$ cat src/rtl/ysyx_22040000_lsu.sv
// Load/store unit: one memory op at a time, IDLE->REQ->WAIT->DONE.
// Optional macro LSU_MISALIGN_CHECK_EN short-circuits misaligned ops to DONE.
//
// Ports:
//   in_*   : op from EXU (valid/ready; addr, wdata, we, size, unsigned)
//   req_*  : data-memory request (valid/ready; we, addr, wdata, wstrb)
//   rsp_*  : data-memory response (valid/ready; rdata)
//   out_*  : result to write-back (valid/ready; rdata, misalign)
module ysyx_22040000_lsu #(
  parameter int DWIDTH = 32
) (
  input  logic              clk,
  input  logic              rst_n,
  input  logic              in_valid,
  output logic              in_ready,
  input  logic [DWIDTH-1:0] in_addr,
  input  logic [DWIDTH-1:0] in_wdata,
  input  logic              in_we,
  input  logic [1:0]        in_size,
  input  logic              in_unsigned,
  output logic              req_valid,
  input  logic              req_ready,
  output logic              req_we,
  output logic [DWIDTH-1:0] req_addr,
  output logic [DWIDTH-1:0] req_wdata,
  output logic [3:0]        req_wstrb,
  input  logic              rsp_valid,
  output logic              rsp_ready,
  input  logic [DWIDTH-1:0] rsp_rdata,
  output logic              out_valid,
  input  logic              out_ready,
  output logic [DWIDTH-1:0] out_rdata,
  output logic              out_misalign
);

  typedef enum logic [1:0] {
    IDLE,
    REQ,
    WAIT,
    DONE
  } state_t;

  state_t state;
  state_t state_n;

  logic [DWIDTH-1:0] addr_q;
  logic [DWIDTH-1:0] wdata_q;
  logic              we_q;
  logic [1:0]        size_q;
  logic              uns_q;
  logic [DWIDTH-1:0] rdata_q;
  logic              mis_q;

  logic              mis_in;
  logic              accept;
  logic              is_b;
  logic              is_h;
  logic [DWIDTH-1:0] shifted;
  logic [DWIDTH-1:0] load_fmt;
  logic [3:0]        strb_base;

`ifdef LSU_MISALIGN_CHECK_EN
  assign mis_in = (in_size == 2'b01 && in_addr[0])
               || (in_size[1] && in_addr[1:0] != 2'b00);
`else
  assign mis_in = 1'b0;
`endif

  assign accept = (state == IDLE) && in_valid;

  always_ff @(posedge clk or negedge rst_n) begin
    if (!rst_n) begin
      state <= IDLE;
    end else begin
      state <= state_n;
    end
  end

  always_comb begin
    state_n = state;
    unique case (state)
      IDLE: if (in_valid) state_n = mis_in ? DONE : REQ;
      REQ:  if (req_ready) state_n = WAIT;
      WAIT: if (rsp_valid) state_n = DONE;
      DONE: if (out_ready) state_n = IDLE;
      default: state_n = IDLE;
    endcase
  end

  always_ff @(posedge clk or negedge rst_n) begin
    if (!rst_n) begin
      addr_q  <= '0;
      wdata_q <= '0;
      we_q    <= 1'b0;
      size_q  <= 2'b00;
      uns_q   <= 1'b0;
      rdata_q <= '0;
      mis_q   <= 1'b0;
    end else begin
      if (accept) begin
        addr_q  <= in_addr;
        wdata_q <= in_wdata;
        we_q    <= in_we;
        size_q  <= in_size;
        uns_q   <= in_unsigned;
        rdata_q <= '0;
        mis_q   <= mis_in;
      end
      if (state == WAIT && rsp_valid) begin
        rdata_q <= we_q ? '0 : load_fmt;
      end
    end
  end

  assign is_b = (size_q == 2'b00);
  assign is_h = (size_q == 2'b01);

  // Lanes above byte 3 shift in as zero.
  assign shifted = rsp_rdata >> {addr_q[1:0], 3'b000};

  always_comb begin
    load_fmt = shifted;
    unique case (1'b1)
      is_b: load_fmt = {{24{~uns_q & shifted[7]}}, shifted[7:0]};
      is_h: load_fmt = {{16{~uns_q & shifted[15]}}, shifted[15:0]};
      default: load_fmt = shifted;
    endcase
  end

  always_comb begin
    req_wdata = wdata_q;
    strb_base = 4'b1111;
    unique case (1'b1)
      is_b: begin
        req_wdata = {4{wdata_q[7:0]}};
        strb_base = 4'b0001;
      end
      is_h: begin
        req_wdata = {2{wdata_q[15:0]}};
        strb_base = 4'b0011;
      end
      default: begin
        req_wdata = wdata_q;
        strb_base = 4'b1111;
      end
    endcase
  end

  assign req_wstrb = we_q ? (strb_base << addr_q[1:0]) : 4'b0000;
  assign req_addr  = {addr_q[DWIDTH-1:2], 2'b00};
  assign req_we    = we_q;

  assign in_ready  = (state == IDLE);
  assign req_valid = (state == REQ);
  assign rsp_ready = (state == WAIT);
  assign out_valid = (state == DONE);
  assign out_rdata = rdata_q;

`ifdef LSU_MISALIGN_CHECK_EN
  assign out_misalign = mis_q;
`else
  assign out_misalign = 1'b0;
`endif

endmodule
$ cat config.mk
export PLATFORM = sky130hd
export DESIGN_NAME = ysyx_22040000_lsu
export DESIGN_NICKNAME = d
export VERILOG_FILES = /design/src/rtl/ysyx_22040000_lsu.sv
export SDC_FILE = /design/constraint.sdc
export NUM_CORES = 1
export LEC_CHECK = 0
export CAP_MARGIN = 0
export CORE_ASPECT_RATIO = 1.5
export CORE_UTILIZATION = 30
export CTS_CLUSTER_DIAMETER = 60
export DETAILED_ROUTE_END_ITERATION = 12
export GPL_ROUTABILITY_DRIVEN = 0
export PLACE_DENSITY = 0.57
export SLEW_MARGIN = 20
export SYNTH_ARGS = -nofsm -noshare
export SYNTH_HDL_FRONTEND = slang
export SYNTH_SLANG_ARGS = --single-unit
export TNS_END_PERCENT = 5
$ cat constraint.sdc
create_clock -name clk -period 3.7 [get_ports clk]
set_input_delay 1.11 -clock clk [delete_from_list [all_inputs] [get_ports clk]]
set_output_delay 1.11 -clock clk [all_outputs]
set_load 0.02 [all_outputs]
-- After elaboration in Yosys (flattened, before gate mapping)
Index checks and enable logic that the tools add are counted.
- equality and inequality tests: 8
- shift operators: 2
- multiplexer cells: 12
- bitwise logic cells: 3
- reduce and logical (&&, ||, !) cells: 6
- operator list (cell ; number):
    $pmux W32 S2 ; 2
    $mux W32 ; 3
    $shr A32 B5 Y32 ; 1
    $mux W2 ; 4
    $pmux W2 S4 ; 1
    $pmux W4 S2 ; 1
    $eq A2 B1 Y1 const B ; 2
    $eq A2 B2 Y1 const B ; 2
    $logic_not A2 Y1 ; 2
    $mux W4 ; 1
    $ne A2 B1 Y1 const B ; 2
    $ne A2 B2 Y1 const B ; 2
    $reduce_and A4 Y1 ; 1
    $shl A4 B2 Y4 ; 1
    $and A1 B1 Y1 ; 2
    $logic_and A1 B1 Y1 ; 2
    $reduce_bool A2 Y1 ; 1
    $not A1 Y1 ; 1
- bits in registers: 102
- output and inout port bits: 106
- word-level logic and storage cells: 38

-- Depth between registers and ports, before layout
Gate-level depths: netlist of run 1.
- depth in word-level cells: 5
- depth in mapped cells: 7
- gate-level depth less buffers: 6

-- Worst setup path before layout of run 1
OpenSTA, ideal clock, no wires.
- kind: reg2out
- start point: reg addr_q[0]
- end point: out req_wstrb[1]
- arrival: 1.677 ns
- path slack: 0.913 ns
- cell stages (with the launch flop): 6
- buffers on the path: 3
- path through: dfrtp_1 buf_2 buf_2 buf_1 nor3_1 nor3b_1
- word-level cells in the longest chain between the ends: 2
- ends and longest elaborated chain (element ; line ; source):
    start: declaration ; 46 ; logic [DWIDTH-1:0] addr_q;
    start signal: assignment ; 101 ; addr_q <= in_addr;
    $shl A4 B2 Y4 ; 149 ; assign req_wstrb = we_q ? (strb_base << addr_q[1:0]) : 4'b0000;
    $mux W4 ; 149 ;
    end: declaration ; 26 ; output logic [3:0] req_wstrb,
Every way passes these cells.

-- Worst setup path in the final report of run 1
- start point: reg size_q[0]
- end point: out req_wdata[13]
- word-level cells in the longest chain between the ends: 2
- ends and longest elaborated chain (element ; line ; source):
    start: declaration ; 49 ; logic [1:0] size_q;
    start signal: assignment ; 104 ; size_q <= in_size;
    $eq A2 B1 Y1 or $logic_not A2 Y1 (tied branches) ; 116, 115 ;
    $pmux W32 S2 * ; 133 ; unique case (1'b1)
    end: declaration ; 25 ; output logic [DWIDTH-1:0] req_wdata,
Every way passes the cells marked *; elsewhere a longest branch is shown, timed or not.

==> results of run 1 <==
==> power by group through the flow <==
stage | clock, W | sequential (W) | combinational (W)
final | 0.00104 | 0.00208 | 0.00406
after global routing | 0.00111 | 0.00216 | 0.00432
after CTS | 0.00107 | 0.00209 | 0.00412
after detailed placement | 0 | 0.00211 | 0.00410
after global placement | 0 | 0.00208 | 0.00405
after floorplan | 0 | 0.00216 | 0.00251
==> stage by stage <==
stage | hold WS, ns | setup WS, ns
finish | 0.493 | 0.358
global route | 0.513 | 0.210
CTS | 0.498 | 0.310
detailed placement | 0.481 | 0.701
global placement | 0.480 | 0.738
floorplan | 0.474 | 0.913
==> synthesized netlist by cell type, types with 2 or more instances <==
cell,count
a211o_1,7
a21oi_1,8
a221o_1,6
a221o_2,10
a22o_1,9
a32o_1,7
and2_1,2
buf_1,8
buf_2,6
buf_4,41
buf_6,2
clkbuf_1,11
dfrtp_1,102
ha_1,4
inv_1,6
mux2_2,94
mux2i_1,18
nand2_1,18
nor2_1,3
nor2b_1,10
nor3b_1,2
o21a_1,2
o21ai_0,16
==> logic make-up after synthesis <==
family                   count (synthesis)
multiplexers                           113
flip-flops                             102
buffers and inverters                   74
AO/OA/AOI/OAI                           70
AND/OR/NAND/NOR                         40
adder cells (fa/ha/maj)                  4
other                                    1
XOR/XNOR                                 1
==> worst max path at each step <==
stage,start,to,slack [ns],cells past startpoint
6_report,size_q[0],req_wdata[13],0.36,4
5_1_grt,size_q[0],req_wdata[13],0.21,4
4_1_cts,size_q[0],req_wdata[13],0.31,4
3_5_place_dp,size_q[0],req_wdata[13],0.70,4
3_3_place_gp,rsp_rdata[31],out_rdata[11],0.74,5
2_1_floorplan,addr_q[0],req_wstrb[1],0.91,5
==> cell type report <==
class | count | area share
Tap cell | 210 | 0.0352
Clock inverter | 6 | 0.0124
Clock buffer | 10 | 0.0307
Inverter | 6 | 0.00302
Timing Repair Buffer | 218 | 0.291
Multi-Input combinational cell | 231 | 0.286
Sequential cell | 102 | 0.342
==> cells in the final DEF (no fill, tap or decap), types with 8 or more instances in the layout <==
| cell type | netlist | layout |
|---|---|---|
| dfrtp_1 | 102 | 102 |
| mux2_2 | 94 | 94 |
| nor2b_1 | 10 | 10 |
| mux2i_1 | 18 | 18 |
| clkdlybuf4s50_1 | 0 | 207 |
| o21ai_0 | 16 | 16 |
| a22o_1 | 9 | 9 |
| buf_4 | 41 | 10 |
| nand2_1 | 18 | 17 |
| a21oi_1 | 8 | 8 |
| a221o_2 | 10 | 10 |
| clkbuf_16 | 0 | 9 |
==> registers in the layout (all words and copies together), names as in the netlist <==
register and cells:
addr_q 32, out_rdata 32, wdata_q 32, size_q 2, state 2, req_we 1
uns_q 1
==> routing by layer <==
metal,wire [µm],vias up,global-route usage
met2,7430,153,0.286
met4,291,0,0.0565
met1,5590,1889,0.188
met5,0,-,0
li1,-,1746,-
met3,905,20,0.0413
==> critical path, cell delays in order, from the launching register on <==
cell	delay, ns
dfrtp_1	0.55
nor2_1	0.24
buf_4	0.21
mux2_2	0.34
clkdlybuf4s50_1	0.55
==> reports/metrics.cfg, run 1 <==
[worst_setup_path]
cp.arrival_ns = 2.23
r2r_end = out_rdata[26]
worstPathRequired_ns = 2.59
critPathMaxFanout = 12
path_class = flip-flop to output pin
critical_path.endpoint_type = output pin
r2r-start = addr_q[1]
start_kind = flip-flop
ff2ff_path_depth = 6
r2r_setup_slack_ns = 1.47

[pwr]
power_frac_comb = 0.566
power.switching_w = 0.00279
pwr-share-seq = 0.290
peakVddDrop_uv = 529
intPower_w = 0.00439
cellPowerDensity_nw_per_um2 = 963
p_leak_nw = 3.11
p_total_w = 0.00718
swShare = 0.388
clock_power_share = 0.145

[final_layout]
stdcell_count = 783
layout.area.seq_um2 = 2550
drive_gt1_frac = 0.236
nets = 678
utilization = 0.445
fin_area_um2 = 7460
fillerInstances = 1596
multi_input_comb_area_um2 = 2130
syn_to_final_growth_pct = 45.6
antennaDiodeCount = 0

[logic_synthesis]
synthSimpleGateAreaFrac = 0.0413
syn_area_um2 = 5120
synth_top_area_frac = 0.498
synth_edf_count = 0
ys_ff_latch = 102
yosys.area_share.adder = 0.00977
yosysSeqAreaShare = 0.498
synth_flop_cell = dfrtp_1
synth_mux_area_frac = 0.247
avgSynthCellArea_um2 = 12.7
synth_compound_area_frac = 0.113
synthesis.instances = 405
synth_xor_area_frac = 0.00171
synth_top_family_by_area = multiplexers
yosysTopAreaCell = dfrtp_1
ys_types = 36
yosysWarnings = 0
async_flop_share = 1.00
synthTopCellsByArea = dfrtp_1, mux2_2, buf_4, mux2i_1, a221o_2

[detailed_routing]
viasPerCell = 4.86
drt_iter0_markers = 141
wire_per_inst_um = 18.1
antenna_left = 0
drc = 0
via_count = 3808
drt_first_pass_iters = 4
wl_um = 14200

[place]
dp.cells = 767
hpwl_um = 10600
portBuffers = 208
place_area_um2 = 7140

[floorplan]
chipHeight_um = 162
die_width_um = 109
start_util = 0.306
core_area_um2 = 16800
io-pin-count = 212
num_rows = 58
dieArea_um2 = 17600

[cts]
cts_tree = built
cts_setup_buffers = 0
clk_path_buf_depth = 2
cts.sinks = 102
clk_latency_ns = 0.35
cts_buffers = 9
clk_pin_slew_ns = 0.07
htree_levels = 3
postCtsHoldBufs = 0
clock-root-buffer = clkbuf_16
cts_resized = 0

[sta]
period_minus_slack_ns = 3.34
final.setup.tns_ns = 0
finalClockSkew_ns = 0.00872
rsz0062_at_grt = no
fin_crit_sh = 0.903
tightest_slew_ns = 0.905
max_slew_margin = 0.397
hold_violations = 0
setup_viol = 0
fmax_ghz = 0.299
drv_slew = 0

[run_status]
status = finished clean

[hold_path]
hold_class = flip-flop to flip-flop
hold_start = out_rdata[6]
holdPathEnd = out_rdata[6]
holdPathStages = 1

[global_route]
grt_max_degree = 69
grt_use_total = 0.163
overflow = 0
antenna_found_initial = 0
grt_first_pass_wirelength_um = 21700
grt_pass1_vias = 3979

[job]
cap_violations = 0

(Power assumes the default switching activity.)
==> run 2: changes to the inputs <==
clock period = 3.4 ns   (was 3.7 ns; I/O delays follow)
==> run 2 against run 1 <==
Against the previous run:
- final area shrank 0.13%
- clock power is essentially flat
- utilization shrank 0.060 points
- via count shrank 1.6%
- register-to-register slack lost 0.29 ns
- critical endpoint is now req_wdata[8]
==> reports/metrics.cfg, run 2 (synthesis results as in run 1) <==
[sta]
hold_slack_ns = 0.502  ; +0.00976 ns
hold_violations = 0  ; unchanged
drv_slew = 0  ; unchanged
fmax_ghz = 0.316
period_minus_slack_ns = 3.17
max_slew_margin = 0.581  ; +0.184
setup_viol = 0  ; unchanged
fin_crit_sh = 0.932
finalClockSkew_ns = 0.0114  ; +0.00270 ns
tightest_slew_ns = 0.626  ; -0.278 ns
final.setup.tns_ns = 0  ; unchanged
rsz0062_at_grt = no

[final_layout]
nets = 679  ; +0.15%
mostFrequentLayoutCell = clkdlybuf4s50_1
multi_input_comb_area_um2 = 2130  ; unchanged
fillerInstances = 1616  ; +1.3%
layout.area.seq_um2 = 2550  ; unchanged
drive_gt1_frac = 0.235  ; -0.000410
final_cell_mix = clkdlybuf4s50_1, dfrtp_1, mux2_2
antennaDiodeCount = 0  ; unchanged
syn_to_final_growth_pct = 45.4

[worst_setup_path]
worstPathRequired_ns = 2.38  ; -0.21 ns
path_class = flip-flop to output pin
critical_path.endpoint_type = output pin
critPathMaxFanout = 8  ; -4
cp.arrival_ns = 2.15  ; -0.08 ns
start_kind = flip-flop

[pwr]
p_total_w = 0.00773  ; +7.7%
power.switching_w = 0.00302  ; +8.3%
p_leak_nw = 3.11  ; about the same
cellPowerDensity_nw_per_um2 = 1040  ; +7.8%
swShare = 0.390  ; +0.00212
peakVddDrop_uv = 580  ; +9.7%
clock_power_share = 0.134  ; -0.011
pwr-share-seq = 0.290  ; about the same
power_frac_comb = 0.576  ; +0.010
intPower_w = 0.00472  ; +7.3%

[run_status]
status = finished clean

[floorplan]
die_width_um = 109  ; unchanged
dieArea_um2 = 17600  ; unchanged
start_util = 0.306  ; unchanged
chipHeight_um = 162  ; unchanged
io-pin-count = 212  ; unchanged
core_area_um2 = 16800  ; unchanged
num_rows = 58  ; unchanged

[global_route]
grt_use_total = 0.160  ; -0.00235
gr-usage-met1 = 0.184  ; -0.00459
met3_usage = 0.0357  ; -0.00562
grtUsageMet2 = 0.291  ; +0.00489
grt_max_degree = 69  ; unchanged
antenna_found_initial = 0  ; unchanged
top_usage_layer = met2
grt_pass1_vias = 3949  ; -0.75%
grt_first_pass_wirelength_um = 21600  ; -0.45%
overflow = 0  ; unchanged

[detailed_routing]
drc = 0  ; unchanged
antenna_left = 0  ; unchanged
viasPerCell = 4.78  ; -1.7%
wl_um = 14200  ; -0.20%
via_count = 3748  ; -1.6%
drt_first_pass_iters = 4  ; unchanged
drt_iter0_markers = 134  ; -5.0%
wire_per_inst_um = 18.1  ; -0.33%

[cts]
cts_setup_buffers = 0  ; unchanged
cts_resized = 0  ; unchanged
postCtsHoldBufs = 0  ; unchanged
clock-root-buffer = clkbuf_16
cts.sinks = 102  ; unchanged
clk_pin_slew_ns = 0.07  ; about the same
cts_tree = built
cts_buffers = 9  ; unchanged
clk_latency_ns = 0.34  ; about the same
clk_path_buf_depth = 2  ; unchanged
htree_levels = 3  ; unchanged

[hold_path]
hold_class = flip-flop to flip-flop

[place]
portBuffers = 208  ; unchanged
hpwl_um = 10400  ; -1.9%

[job]
cap_violations = 0  ; unchanged

-- run 2: changes by cell type in the layout (fill, tap and decap cells not counted) --
cell and change:
clkbuf_1 +1, buf_12 +1, inv_6 -1, bufinv_16 -1, clkinv_2 +1
-- run 2: routing by layer --
layer	part of all wire	vias up
li1	-	1749
met1	0.39	1856
met2	0.54	139
met3	0.060	4
met4	0.0068	0
met5	0	-
-- run 2: critical path: stages, from the launching register on --
cell and delay, ns:
dfrtp_1 0.48, nor2_1 0.21, buf_4 0.22, mux2_2 0.36, clkdlybuf4s50_1 0.54
-- run 2: worst paths after layout --
path                                   from            end  slack, ns  cells past startpoint
worst min register to register  wdata_q[16]    wdata_q[16]       0.50                      1
worst max-delay path              size_q[0]   req_wdata[8]       0.23                      4
worst min-delay path            wdata_q[16]    wdata_q[16]       0.50                      1
min in group asynchronous             rst_n  out_rdata[11]       0.67                      1
max in group asynchronous             rst_n      addr_q[1]       1.96                      2
worst max register to register    addr_q[1]  out_rdata[21]       1.18                      6
-- run 2: power groups by stage --
stage	sequential (W)	clock (W)	combinational, W
after global placement	0.00224	0	0.00446
after CTS	0.00225	0.00108	0.00452
after global routing	0.00233	0.00112	0.00474
final	0.00224	0.00104	0.00446
after floorplan	0.00235	0	0.00273
after detailed placement	0.00227	0	0.00450
-- run 2: area by class of cell --
class / count / area share
Clock buffer: 11 / 0.0312
Inverter: 6 / 0.00302
Clock inverter: 5 / 0.00789
Timing Repair Buffer: 219 / 0.294
Sequential cell: 102 / 0.343
Multi-Input combinational cell: 231 / 0.286
Tap cell: 210 / 0.0353
-- run 2: stage by stage --
stage                     instance area, µm²   util  setup WS [ns]  std cells
after floorplan                         5130      -          0.703        407
after global placement                  7160  0.427          0.548        768
after detailed placement                7160  0.427          0.488        768
after CTS                               7450  0.444          0.163        784
after global routing                    7450  0.444         0.0986        784
final                                   7450  0.444          0.231        784
==> run 3: changes to the inputs <==
CAP_MARGIN = 20   (was 0)
CTS_CLUSTER_SIZE = 24   (was unset)
==> results of run 3 <==
Same layout as run 2: the final DEF is identical, and so are final timing and power.
